===== src/rtl/reg_file_pkg.sv =====
// Shared constants and handshake controller state encodings for the register file.
package reg_file_pkg;

   localparam int REG_NUM   = 32;
   localparam int REG_IDX_W = 5;

   typedef enum logic [1:0] {
      CTL_IDLE = 2'd0,
      CTL_ACK  = 2'd1,
      CTL_DROP = 2'd2
   } ctl_state_t;

   // Both ports share the generic controller, so their encodings alias it.
   localparam ctl_state_t R_IDLE = CTL_IDLE;
   localparam ctl_state_t R_ACK  = CTL_ACK;
   localparam ctl_state_t R_DROP = CTL_DROP;
   localparam ctl_state_t W_IDLE = CTL_IDLE;
   localparam ctl_state_t W_ACK  = CTL_ACK;
   localparam ctl_state_t W_DROP = CTL_DROP;

endpackage


===== src/rtl/req_ack_ctl.sv =====
// Request -> one-cycle ack -> wait-for-drop controller; fire marks the sampling edge.
module req_ack_ctl
   import reg_file_pkg::*;
(
   input  logic       clk,
   input  logic       rst,
   input  logic       req,
   output logic       fire,
   output logic       ack,
   output ctl_state_t state
);

   assign fire = (state == CTL_IDLE) && req;

   always_ff @(posedge clk) begin
      if (rst) begin
         state <= CTL_IDLE;
         ack   <= 1'b0;
      end else begin
         ack <= 1'b0;
         case (state)
            CTL_IDLE: if (req) begin
               state <= CTL_ACK;
               ack   <= 1'b1;
            end
            CTL_ACK:  state <= req ? CTL_DROP : CTL_IDLE;
            CTL_DROP: if (!req) state <= CTL_IDLE;
            default:  state <= CTL_IDLE;
         endcase
      end
   end

endmodule


===== src/rtl/reg_file.sv =====
// 32-entry integer register file, x0 hardwired to zero, with independent
// read and write request/ack ports and a same-edge write-to-read bypass.
module reg_file
   import reg_file_pkg::*;
#(
   parameter int REG_SZ = 32,
   parameter int IDX_W  = REG_IDX_W
) (
   input  logic              clk,
   input  logic              rst,
   input  logic              reg_re,
   input  logic [IDX_W-1:0]  reg_idx,
   output logic              reg_rack,
   output logic [REG_SZ-1:0] reg_in,
   input  logic              wb_we,
   input  logic [IDX_W-1:0]  wb_idx,
   input  logic [REG_SZ-1:0] wb_val,
   output logic              wb_wack,
   output logic              busy
);

   logic [REG_SZ-1:0] regs [REG_NUM];
   logic              rd_fire, wr_fire;
   ctl_state_t        rd_state, wr_state;
   logic              wr_live;

   req_ack_ctl u_rd_ctl (
      .clk   (clk),
      .rst   (rst),
      .req   (reg_re),
      .fire  (rd_fire),
      .ack   (reg_rack),
      .state (rd_state)
   );

   req_ack_ctl u_wr_ctl (
      .clk   (clk),
      .rst   (rst),
      .req   (wb_we),
      .fire  (wr_fire),
      .ack   (wb_wack),
      .state (wr_state)
   );

   assign busy    = (rd_state != R_IDLE) || (wr_state != W_IDLE);
   // A write that actually lands in storage this edge (x0 writes are dropped).
   assign wr_live = wr_fire && (wb_idx != '0);

   always_ff @(posedge clk) begin
      if (rst) begin
         for (int i = 0; i < REG_NUM; i++) regs[i] <= '0;
      end else if (wr_live) begin
         regs[wb_idx] <= wb_val;
      end
   end

   always_ff @(posedge clk) begin
      if (rst) begin
         reg_in <= '0;
      end else if (rd_fire) begin
         if (reg_idx == '0)
            reg_in <= '0;
         else if (wr_live && (wb_idx == reg_idx))
            reg_in <= wb_val;
         else
            reg_in <= regs[reg_idx];
      end
   end

endmodule


===== config.mk =====
export PLATFORM = sky130hd
export DESIGN_NAME = reg_file
export DESIGN_NICKNAME = d
export VERILOG_FILES = /design/src/rtl/reg_file_pkg.sv /design/src/rtl/req_ack_ctl.sv /design/src/rtl/reg_file.sv
export SDC_FILE = /design/constraint.sdc
export NUM_CORES = 1
export LEC_CHECK = 0
export BUFFER_PORTS_ARGS = -buffer_cell sky130_fd_sc_hd__buf_2
export CORE_MARGIN = 1
export CORE_UTILIZATION = 50
export DETAILED_ROUTE_END_ITERATION = 8
export HOLD_SLACK_MARGIN = 0.15
export PLACE_DENSITY = 0.68
export SYNTH_ARGS = -nofsm -noshare
export SYNTH_HDL_FRONTEND = slang
export SYNTH_SLANG_ARGS = --single-unit

===== constraint.sdc =====
create_clock -name clk -period 2.6 [get_ports clk]
set_input_delay 0 -clock clk [delete_from_list [all_inputs] [get_ports clk]]
set_output_delay 0 -clock clk [all_outputs]
set_load 0.1 [all_outputs]

==> results.cfg <==
[sta]
period_share_pct = 92.45
finalSetupViolCount = 0
hold_violations = 0
drv_slew = 0
fin_tns_setup_ns = 0
finalClockSkew_ns = 0.02680
worst_slew_pin_slew_ns = 0.8060
clock.fmax_mhz = 416.0
slew_headroom_pct = 46.27
finalCriticalPeriod_ns = 2.404
rsz0062_at_grt = no
holdWs_ns = 0.1804

[setup_path]
required_ns = 3.18
path_depth = 6
slowest_stage = a31o_4
crit_chain = or3b_2 > nor4_2 > a31o_4 > buf_4 > nor4_2 > a221o_1
worstPathArrival_ns = 2.98
path_class = flip-flop to flip-flop
cp-start-kind = flip-flop
crit_path_max_fanout = 30
endpoint_kind = flip-flop
crit_buf_inv = 1
crit_top_cell = nor4_2
cpLargestDelayFamily = compound AO/OA/AOI/OAI gates
reg2reg_depth = 6
max_stage_delay_ns = 0.63

[run]
drv_cap = 0

[cts]
cts-root-buf = clkbuf_16
cts.htree.levels = 3
clock-sinks = 1062
cts_buffer_depth = 3
cts_resized = 0
clk_latency_ns = 0.70
clk_pin_slew_ns = 0.06
numCtsBuffers = 109
cts_tree = built

[yosys]
ys_warn_count = 0
ys_types = 41
ys_seq_area_share_pct = 66.46
postSynthCellCount = 2939
ys_ff_latch = 1062
synth.cell_area_um2 = 47410
syn_avg_cell_area_um2 = 16.13

[worst_hold_path]
hp-class = primary input to flip-flop
holdPathStages = 3

[power_and_ir_drop]
finalPower_mw = 38.43
p_clk_share_pct = 40.7
power.net_switching_mw = 8.844
power_density_nw_per_um2 = 714.0
comb_power_share_pct = 8.2
peakVddDrop_mv = 0.5787
p_int_mw = 29.59
switching_share_pct = 23.01
seq_power_share_pct = 51.2
power.leakage_nw = 19.67

[layout]
final_common_cell = edfxtp_1
seq_area_um2 = 31510
multi_input_area_um2 = 14840
syn2layout_area_growth_pct = 13.54
layout_common_cells = edfxtp_1, and2_1, mux4_2, buf_4, clkbuf_16
num-nets-final = 3098
fillers = 7247
drive_above_1_share_pct = 23.76

[global_routing]
grt_max_degree = 61
grt_use_total_pct = 26.93
overflow = 0
grt_antenna_before_repair = 4
first_global_vias = 27220
grt_pass1_wl_um = 184600

[detailed_routing]
ant_nets = 0
wire_per_inst_um = 28.91
vias_per_cell = 6.078
dr.pass1.iters = 5
drc = 0
drtIter0Drc = 3065
num_vias = 26750
drt-total-wl_um = 127200

[floorplanning]
die_area_um2 = 96060
pin_count = 81
rows = 112
core_um2 = 93610
fp.dieH_um = 309.9
fp.dieW_um = 309.9
start_util_pct = 50.65

[place]
dp_hpwl_um = 73920
portBuffers = 80
routabilityCongestion = 0.8402

[outcome]
status = complete, no violations
[area by class of cell]
cell class                 count  share of cell area (%)
multi-input combinational   1613                   27.57
clock inverter                62                   1.069
sequential                  1062                   58.54
tap                         1254                   2.915
clock buffer                 141                   5.553
timing repair buffer         266                   4.342
antenna                        3                 0.01395
[cells by family (layout without fill, tap and decap cells)]
group,Yosys count,in the layout,synth area share [%]
AOI/OAI and AO/OA,133,133,2.211
xor gates and xnor gates,7,7,0.1293
buffers and inverters,295,469,2.673
DFF,1062,1062,66.46
muxes,321,321,13.53
other,1,35,0.007909
and+or+nand+nor,1120,1120,14.98
[worst register-to-register path, delay by kind of cell, from the launching register on]
kind	cells	cell delay (ns)
AND/OR/NAND/NOR	3	0.78
AO/OA/AOI/OAI	2	0.90
buffers and inverters	1	0.27
flip-flops	1	0.36
[Yosys cell counts]
master     instances  area, um^2
o21ai_1            1       5.000
buf_4             17       127.6
a22o_2             3       30.03
nor4_2            24       300.3
and2_1           993        6212
or2_2             31       193.9
a31o_4             1       17.52
mux2i_1           65       650.6
and4_1             1       8.760
nor3b_1            2       15.01
nand4bb_1          1       11.26
edfxtp_1        1024       30750
buf_1              7       26.28
dfxtp_1           38       760.7
nand2_1            4       15.01
a21oi_1            1       5.000
nand2b_1           1       6.260
nor4b_1            3       26.28
buf_6              7       78.83
or3_4              2       22.52
nand3_1            2       10.01
mux4_2           256        5766
nor4_1             8       50.05
nand3b_1           5       37.54
or3b_2             3       26.28
xnor2_1            2       17.52
clkbuf_1         229       859.6
nor4b_2            1       15.01
nor2b_1            2       12.51
a221o_1           31       310.3
a211o_1            1       8.760
o31a_1             1       8.760
or3_1              1       6.260
conb_1             1       3.750
a22oi_1            1       7.510
o31ai_1            1       7.510
xor2_1             5       43.79
nor2_1            36       135.1
o22ai_1           63       394.1
a22o_1            29       254.0
buf_2             35       175.2
[sequential cells by signal, summed over array words and instances (netlist names)]
signal          flops
reg_in             32
regs             1024
u_rd_ctl.ack        1
u_wr_ctl.ack        1
u_rd_ctl.state      2
u_wr_ctl.state      2
[routing by layer]
layer	GRT usage [%]	part of all wire, %
met4	8.569	3.0
met2	43.16	48
met1	37.63	40
met5	0	0
met3	4.809	9.3
[through the flow]
step	cell area (um^2)	util, %	setup WS [ns]	cells
floorplan	47530	-	0.4682	2970
global placement	49890	53.29	0.1859	4158
detailed placement	49890	53.29	0.1759	4158
CTS	53820	57.50	0.1925	4398
global route	53820	57.50	0.09433	4398
finish	53830	57.51	0.1963	4401
[final timing paths]
check / startpoint / endpoint / slack [ns]
worst max register to register: u_wr_ctl.state[1] / reg_in[14] / 0.20
worst max-delay path: u_wr_ctl.state[1] / reg_in[14] / 0.20
worst min register to register: u_rd_ctl.state[0] / u_rd_ctl.ack / 0.50
worst min-delay path: reg_re / u_rd_ctl.state[1] / 0.18
[timing repair]
action / CTS / global route
hold buffers: 37 / 0
buffers inserted: 0 / 0
hold endpoints to repair: 1030 / 0
[power groups by stage]
| stage | clock [mW] | sequential, mW | combinational [mW] |
|---|---|---|---|
| after CTS | 15.8 | 19.7 | 3.14 |
| final | 15.6 | 19.7 | 3.14 |
| after global routing | 16.4 | 19.7 | 3.26 |
| after detailed placement | 0 | 20.0 | 3.09 |
| after floorplan | 0 | 20.3 | 1.63 |
| after global placement | 0 | 20.0 | 3.06 |
Note: power is estimated with default switching activity, not from simulation.
